==> src/rtl/seq_pattern_ctrl.sv <==
// Run controller for a programmable serial pattern detector on a 1-bit stream.
// Sequences IDLE -> RUN -> DONE, counting matches and ending on target, timeout or abort.
module seq_pattern_ctrl #(
    parameter int unsigned MAX_LEN = 8,
    parameter int unsigned CNT_W   = 8,
    parameter int unsigned TMO_W   = 16,
    localparam int unsigned LEN_W  = $clog2(MAX_LEN + 1)
) (
    input  logic               clk,
    input  logic               rst,
    input  logic               cfg_we,
    input  logic [MAX_LEN-1:0] cfg_pattern,
    input  logic [LEN_W-1:0]   cfg_len,
    input  logic               cfg_overlap,
    input  logic [CNT_W-1:0]   cfg_target,
    input  logic [TMO_W-1:0]   cfg_timeout,
    input  logic               start,
    input  logic               abort,
    input  logic               din_valid,
    input  logic               din,
    output logic               busy,
    output logic               match,
    output logic [CNT_W-1:0]   match_count,
    output logic               done,
    output logic               timed_out,
    output logic               cfg_err
);

    typedef enum logic [1:0] {
        S_IDLE = 2'd0,
        S_RUN  = 2'd1,
        S_DONE = 2'd2
    } state_e;

    state_e state_q, state_d;

    logic [MAX_LEN-1:0] pat_q, pat_d;
    logic [LEN_W-1:0]   len_q, len_d;
    logic               ovl_q, ovl_d;
    logic [CNT_W-1:0]   tgt_q, tgt_d;
    logic [TMO_W-1:0]   tmo_q, tmo_d;
    logic [MAX_LEN-1:0] sr_q, sr_d;
    logic [LEN_W-1:0]   fill_q, fill_d;
    logic [TMO_W-1:0]   bits_q, bits_d;
    logic [CNT_W-1:0]   cnt_q, cnt_d;
    logic               match_q, match_d;
    logic               tout_q, tout_d;
    logic               cerr_q, cerr_d;
    logic               busy_q, busy_d;
    logic               done_q, done_d;

    logic [MAX_LEN-1:0] len_mask;
    logic [MAX_LEN-1:0] sr_new;
    logic [LEN_W-1:0]   fill_new;
    logic [TMO_W-1:0]   bits_new;
    logic [CNT_W-1:0]   cnt_new;
    logic               hit;
    logic               tgt_end;
    logic               tmo_end;
    logic               cfg_len_ok;

    // Candidate datapath update for a bit accepted this cycle
    always_comb begin
        len_mask = '0;
        for (int i = 0; i < int'(MAX_LEN); i++) begin
            len_mask[i] = (LEN_W'(i) < len_q);
        end
        sr_new     = {sr_q[MAX_LEN-2:0], din};
        fill_new   = (fill_q >= LEN_W'(MAX_LEN)) ? LEN_W'(MAX_LEN) : fill_q + LEN_W'(1);
        bits_new   = (bits_q == '1) ? bits_q : bits_q + TMO_W'(1);
        cnt_new    = (cnt_q == '1) ? cnt_q : cnt_q + CNT_W'(1);
        hit        = (fill_new >= len_q) && ((sr_new & len_mask) == (pat_q & len_mask));
        tgt_end    = hit && (tgt_q != '0) && (cnt_new == tgt_q);
        tmo_end    = (tmo_q != '0) && (bits_new == tmo_q);
        cfg_len_ok = (cfg_len != '0) && (cfg_len <= LEN_W'(MAX_LEN));
    end

    always_ff @(posedge clk or posedge rst) begin
        if (rst) begin
            state_q <= S_IDLE;
        end else begin
            state_q <= state_d;
        end
    end

    // Next state; abort takes priority over start and config writes
    always_comb begin
        state_d = state_q;
        pat_d   = pat_q;
        len_d   = len_q;
        ovl_d   = ovl_q;
        tgt_d   = tgt_q;
        tmo_d   = tmo_q;
        sr_d    = sr_q;
        fill_d  = fill_q;
        bits_d  = bits_q;
        cnt_d   = cnt_q;
        match_d = 1'b0;
        tout_d  = tout_q;
        cerr_d  = 1'b0;

        case (state_q)
            S_IDLE, S_DONE: begin
                if (abort) begin
                    state_d = S_IDLE;
                    tout_d  = 1'b0;
                end else begin
                    if (cfg_we) begin
                        if (cfg_len_ok) begin
                            pat_d = cfg_pattern;
                            len_d = cfg_len;
                            ovl_d = cfg_overlap;
                            tgt_d = cfg_target;
                            tmo_d = cfg_timeout;
                        end else begin
                            cerr_d = 1'b1;
                        end
                    end
                    if (start) begin
                        if (len_q != '0) begin
                            state_d = S_RUN;
                            sr_d    = '0;
                            fill_d  = '0;
                            bits_d  = '0;
                            cnt_d   = '0;
                            tout_d  = 1'b0;
                        end else begin
                            cerr_d = 1'b1;
                        end
                    end
                end
            end
            S_RUN: begin
                if (abort) begin
                    state_d = S_IDLE;
                    tout_d  = 1'b0;
                end else begin
                    cerr_d = cfg_we;
                    if (din_valid) begin
                        sr_d   = sr_new;
                        fill_d = (hit && !ovl_q) ? '0 : fill_new;
                        bits_d = bits_new;
                        if (hit) begin
                            match_d = 1'b1;
                            cnt_d   = cnt_new;
                        end
                        if (tgt_end) begin
                            state_d = S_DONE;
                            tout_d  = 1'b0;
                        end else if (tmo_end) begin
                            state_d = S_DONE;
                            tout_d  = 1'b1;
                        end
                    end
                end
            end
            default: state_d = S_IDLE;
        endcase

        // Pulses are guaranteed to drop for at least one cycle between reports
        match_d = match_d && !match_q;
        cerr_d  = cerr_d && !cerr_q;
    end

    // Status flags follow the state being entered
    always_comb begin
        busy_d = (state_d == S_RUN);
        done_d = (state_d == S_DONE);
    end

    always_ff @(posedge clk or posedge rst) begin
        if (rst) begin
            pat_q   <= '0;
            len_q   <= '0;
            ovl_q   <= 1'b0;
            tgt_q   <= '0;
            tmo_q   <= '0;
            sr_q    <= '0;
            fill_q  <= '0;
            bits_q  <= '0;
            cnt_q   <= '0;
            match_q <= 1'b0;
            tout_q  <= 1'b0;
            cerr_q  <= 1'b0;
            busy_q  <= 1'b0;
            done_q  <= 1'b0;
        end else begin
            pat_q   <= pat_d;
            len_q   <= len_d;
            ovl_q   <= ovl_d;
            tgt_q   <= tgt_d;
            tmo_q   <= tmo_d;
            sr_q    <= sr_d;
            fill_q  <= fill_d;
            bits_q  <= bits_d;
            cnt_q   <= cnt_d;
            match_q <= match_d;
            tout_q  <= tout_d;
            cerr_q  <= cerr_d;
            busy_q  <= busy_d;
            done_q  <= done_d;
        end
    end

    assign busy        = busy_q;
    assign match       = match_q;
    assign match_count = cnt_q;
    assign done        = done_q;
    assign timed_out   = tout_q;
    assign cfg_err     = cerr_q;

endmodule

==> config.mk <==
export PLATFORM = sky130hd
export DESIGN_NAME = seq_pattern_ctrl
export DESIGN_NICKNAME = d
export VERILOG_FILES = /design/src/rtl/seq_pattern_ctrl.sv
export SDC_FILE = /design/constraint.sdc
export NUM_CORES = 1
export LEC_CHECK = 0
export CAP_MARGIN = 10
export CORE_ASPECT_RATIO = 1.25
export CORE_MARGIN = 1.5
export CORE_UTILIZATION = 46
export CTS_CLUSTER_DIAMETER = 30
export DETAILED_ROUTE_END_ITERATION = 10
export PLACE_DENSITY = 0.75
export SETUP_SLACK_MARGIN = 0.3
export SLEW_MARGIN = 10
export SYNTH_ARGS = -nofsm -noshare
export SYNTH_HDL_FRONTEND = slang
export SYNTH_SLANG_ARGS = --single-unit
==> constraint.sdc <==
create_clock -name clk -period 3.1 [get_ports clk]
set_input_delay 0.31 -clock clk [delete_from_list [all_inputs] [get_ports clk]]
set_output_delay 0.31 -clock clk [all_outputs]
set_load 0.1 [all_outputs]
==> results.cfg, run 1 <==
[floorplanning]
core-area_um2 = 10700
die_width_um = 96.8
io_pins = 57
die_y_um = 120
start_util_pct = 47.4
row_count = 42
die_area_um2 = 11600

[global_route]
grt_max_degree = 80
overflow = 0
track_usage_pct = 23.1
first_global_vias = 4426
antenna_found_initial = 0
grt_pass1_wl_mm = 21.6

[run_status]
status = completed

[routing]
remaining_drc_errors = 0
num_vias = 4406
first_pass_iters = 5
wl_per_cell_um = 18.2
detail-route-antenna-nets = 0
via_per_inst = 6.20
drtIter0Drc = 209
wirelength_mm = 13.0

[cts]
tritoncts.num_buffers = 9
htreeDepth = 3
ctsHoldBuffers = 0
clk_transition_reported_paths_ps = 70
cts_resized = 0
clk_path_buf_depth = 2
tritoncts = built
cts-root-buf = clkbuf_16
clk_latency_ps = 350
postCtsSetupRepairBufs = 0
cts.sinks = 79

[synthesis]
synth_area_leader_cell = dfrtp_1
synth_edf_count = 0
synth_seq_cells = 79
yosys_warnings = 0
ys_seq_area_share_pct = 39.1
syn-num-nets = 579
synthArstFlopShare_pct = 100
synth.top_cells.by_count = dfrtp_1, nand2_1, mux2_2
avgSynthCellArea_um2 = 9.60
synth_cell_types = 80
synthCells = 527
yosysTopAreaCellShare_pct = 39.1
synth.area.top_cells = dfrtp_1, mux2_2, nand2_1
synth.most_common_cell = dfrtp_1
synth_flop_cell = dfrtp_1
netlist_area_um2 = 5060

[timing]
holdWs_ps = 374
slew_headroom_pct = 35.0
drv_slew = 0
tightest_slew_ps = 972
period_share_pct = 85.7
fmax_ghz = 0.376
setup_viol = 0
fin_tns_setup_ps = 0
min_period_ps = 2660
clock_skew_ps = 9.41
finalHoldViolations = 0
rsz0062_at_grt = no

[min_path]
hold_class = input port to asynchronous set/reset pin

[worst_setup_path]
cp.arrival_ps = 2890
r2r_slack_ps = 440
endpoint_kind = register
crit_path_max_fanout = 9
required_ps = 3330
r2r_cells = 8
cp-start-kind = register
timing_worst_setup_path_type = register to register
r2r-start = match_count[0]$_DFFE_PP0P_
r2r_end = timed_out$_DFFE_PP0P_
critPathCapture = timed_out$_DFFE_PP0P_
startpoint = match_count[0]$_DFFE_PP0P_

[placement]
dpl.hpwl_mm = 9.46
gp_congestion = 0.978
io_buffer_count = 56

[power]
pwr_density_cell_nw_per_um2 = 695
vdd_ir_drop_max_v = 0.000282
leakagePower_uw = 0.00249

[cells_and_area]
diodes = 0
drive_above_1_share_pct = 16.9
syn_to_final_growth_pct = 19.7
nNetsFinal = 626

[job]
cap_violations = 0
-- layer usage --
| layer | wire [um] | GRT usage [%] | vias to the layer above | share of wire [%] |
|---|---|---|---|---|
| li1 | - | - | 2066 | - |
| met1 | 5350 | 27.7 | 2126 | 41 |
| met2 | 6580 | 39.6 | 178 | 51 |
| met3 | 654 | 4.62 | 36 | 5.0 |
| met4 | 376 | 11.4 | 0 | 2.9 |
| met5 | 0 | 0 | - | 0 |
-- cells by family after synthesis --
logic type / count (synthesis) / share of synthesized area (%)
compound gates: 137 / 19.7
buf+inv: 46 / 4.06
simple gates: 191 / 21.9
flops: 79 / 39.1
mux: 38 / 8.43
fa+ha+maj: 8 / 1.98
xor+xnor: 28 / 4.85
-- cell type report --
cell class                      count  area [um2]
Multi-Input combinational cell    402        2880
Clock buffer                        9         225
Fill cell                         955        4610
Inverter                           16        60.1
Clock inverter                      7         104
Sequential cell                    79        1980
Timing Repair Buffer               66         646
Tap cell                          132         165
-- report_power, final --
part | switching, uW | internal [uW] | leakage (uW)
Clock | 458 | 716 | 0.000155
Sequential | 317 | 1270 | 0.00101
Combinational | 794 | 650 | 0.00132
Total | 1570 | 2640 | 0.00249
-- how the worst min path moves through the flow --
stage	from	endpoint	slack, ps	cells past startpoint
after floorplan	cfg_len[3]	len_q[3]$_DFFE_PP0P_	440	2
after global placement	match$_DFF_PP0_	match$_DFF_PP0_	430	1
after detailed placement	match$_DFF_PP0_	match$_DFF_PP0_	440	1
after CTS	rst	bits_q[12]$_DFFE_PP0P_	390	3
after global routing	rst	bits_q[10]$_DFFE_PP0P_	420	3
final	rst	sr_q[1]$_DFFE_PP0P_	370	3
-- metrics by stage --
step / utilization, % / worst slack [ps] / area (um2) / cells / power [uW]
final: 56.8 / 442 / 6060 / 711 / 4210
after global routing: 56.8 / 316 / 6060 / 711 / 4460
after CTS: 56.8 / 458 / 6060 / 711 / 4230
after detailed placement: 53.7 / 287 / 5730 / 695 / 3040
after global placement: 53.7 / 349 / 5730 / 695 / 2980
after floorplan: - / 333 / 5060 / 527 / 2610
-- worst max-delay path, stage by stage, from the launching register on --
cell and delay, ps:
dfrtp_2 420, ha_1 340, and4_1 380, a21oi_1 110, a2111oi_0 400, o2111ai_1 240
o41ai_4 400, mux2_1 190, a21oi_1 40
-- sequential cells by signal (all words and copies together) (netlist names) --
name,flops
bits_q,16
tmo_q,16
match_count,8
pat_q,8
tgt_q,8
sr_q,7
fill_q,4
len_q,4
state_q,2
busy,1
cfg_err,1
done,1
match,1
ovl_q,1
timed_out,1
-- placed cells by master (no fill, tap or decap), types with 9 or more instances in the layout --
master,count
a21oi_1,30
and2_1,9
and3_1,10
buf_4,14
clkbuf_16,9
clkdlybuf4s50_1,50
dfrtp_1,76
inv_1,15
mux2_2,36
nand2_1,43
nand2b_1,9
nand3_1,18
nand4_1,13
nor2_1,33
nor3_1,9
o21ai_0,27
xnor2_1,12
xor2_1,16
No activity file was read; power rests on OpenSTA's default activity.
==> run 2, diff against run 1 <==
--- a/config.mk
+++ b/config.mk
@@ -5,15 +5,13 @@
 export SDC_FILE = /design/constraint.sdc
 export NUM_CORES = 1
 export LEC_CHECK = 0
-export CAP_MARGIN = 10
 export CORE_ASPECT_RATIO = 1.25
-export CORE_MARGIN = 1.5
+export CORE_MARGIN = 5
 export CORE_UTILIZATION = 46
 export CTS_CLUSTER_DIAMETER = 30
 export DETAILED_ROUTE_END_ITERATION = 10
 export PLACE_DENSITY = 0.75
 export SETUP_SLACK_MARGIN = 0.3
-export SLEW_MARGIN = 10
 export SYNTH_ARGS = -nofsm -noshare
 export SYNTH_HDL_FRONTEND = slang
 export SYNTH_SLANG_ARGS = --single-unit
==> results.cfg, run 2 (synthesis gave the netlist of run 1 again) <==
[run_status]
status = completed

[cts]
ctsHoldBuffers = 0
htreeDepth = 3
clk_path_buf_depth = 2
cts-root-buf = clkbuf_16
clk_transition_reported_paths_ps = 60
postCtsSetupRepairBufs = 0
cts.sinks = 79
clk_latency_ps = 340
tritoncts = built
tritoncts.num_buffers = 9
cts_resized = 0

[global_route]
grt_max_degree = 49
overflow = 0
track_usage_pct = 19.7
antenna_found_initial = 0
grt_pass1_wl_mm = 21.7
first_global_vias = 4383

[floorplanning]
core-area_um2 = 10700
die_width_um = 104
io_pins = 57
start_util_pct = 47.4
die_area_um2 = 13200
die_y_um = 127
row_count = 42

[worst_setup_path]
cp.arrival_ps = 2840
cp_slowest_cell = dfrtp_1
cp-start-kind = register
cp.depth = 7
timing_worst_setup_path_type = register to register
required_ps = 3310
max_stage_delay_ps = 580
r2r_slack_ps = 470
cp_cell_sequence = and4_1, nand2_1, nor3_1, o2bb2ai_1, nor4_2, and4_1, o22ai_1
endpoint_kind = register
cp.buffers_inverters = 0
r2r_cells = 7
cp_top_family = simple AND/OR/NAND/NOR gates
crit_path_max_fanout = 10
cpMostUsedCell = and4_1

[routing]
first_pass_iters = 4
drtIter0Drc = 200
num_vias = 4284
wl_per_cell_um = 17.9
wirelength_mm = 12.8
via_per_inst = 6.01
detail-route-antenna-nets = 0
remaining_drc_errors = 0

[timing]
fmax_ghz = 0.380
slew_headroom_pct = 35.3
holdWs_ps = 392
drv_slew = 0
setup_viol = 0
fin_tns_setup_ps = 0
period_share_pct = 84.9
finalHoldViolations = 0
clock_skew_ps = 5.80
tightest_slew_ps = 968
min_period_ps = 2630
rsz0062_at_grt = no

[power]
swShare_pct = 36.8
combinationalPowerShare_pct = 34.6
power_frac_seq_pct = 37.5
fin_total_pwr_uw = 4200
pwr_density_cell_nw_per_um2 = 692
p_clk_share_pct = 27.9
internal_power_uw = 2660
p_sw_uw = 1550
vdd_ir_drop_max_v = 0.000373
leakagePower_uw = 0.00249

[cells_and_area]
syn_to_final_growth_pct = 20.0
multiInputGateArea_um2 = 2890
diodes = 0
fin_cells = 713
largestRegisters = bits_q x16, tmo_q x16
register_area_um2 = 1980
nNetsFinal = 628
drive_above_1_share_pct = 17.4
layout_commonest_cell = dfrtp_1
final_util_pct = 56.9
fillers = 950
layout_common_cells = dfrtp_1, clkdlybuf4s50_1, nand2_1

[placement]
numPlacedInstances = 697
dpl.hpwl_mm = 9.68
gp_congestion = 0.971
io_buffer_count = 56

[min_path]
hold_class = input port to asynchronous set/reset pin

[job]
cap_violations = 0
[run 2: routing by layer]
metal	routed length [um]	part of all wire, %	GRT usage (%)	vias up
met5	0	0	0	-
met4	348	2.7	8.61	0
met3	606	4.7	4.09	28
met2	6440	50	34.1	124
met1	5390	42	23.6	2076
li1	-	-	-	2056
[run 2: final timing paths]
kind,endpoint,from
max in group asynchronous,match_count[1]$_DFFE_PP0P_,rst
worst max-delay path,state_q[0]$_DFF_PP0_,bits_q[3]$_DFFE_PP0P_
worst max register to register,state_q[0]$_DFF_PP0_,bits_q[3]$_DFFE_PP0P_
min in group clk,match$_DFF_PP0_,match$_DFF_PP0_
worst min-delay path,len_q[2]$_DFFE_PP0P_,rst
worst min register to register,match$_DFF_PP0_,match$_DFF_PP0_
[run 2: power by group through the flow]
stage	clock, uW	sequential (uW)	combinational [uW]
6_report	1170	1570	1450
5_1_grt	1230	1610	1590
4_1_cts	1200	1570	1460
3_5_place_dp	0	1590	1450
3_3_place_gp	0	1580	1410
2_1_floorplan	0	1620	993
[run 2: area by class of cell]
type	count	area share (%)
Clock buffer	10	3.94
Clock inverter	6	1.53
Inverter	16	0.989
Multi-Input combinational cell	402	47.6
Sequential cell	79	32.6
Tap cell	132	2.72
Timing Repair Buffer	68	10.6
[run 2: per-stage QoR]
stage	setup WS (ps)	instance area, um2
after floorplan	333	5060
after global placement	460	5730
after detailed placement	369	5730
after CTS	478	6060
after global routing	306	6070
final	468	6070
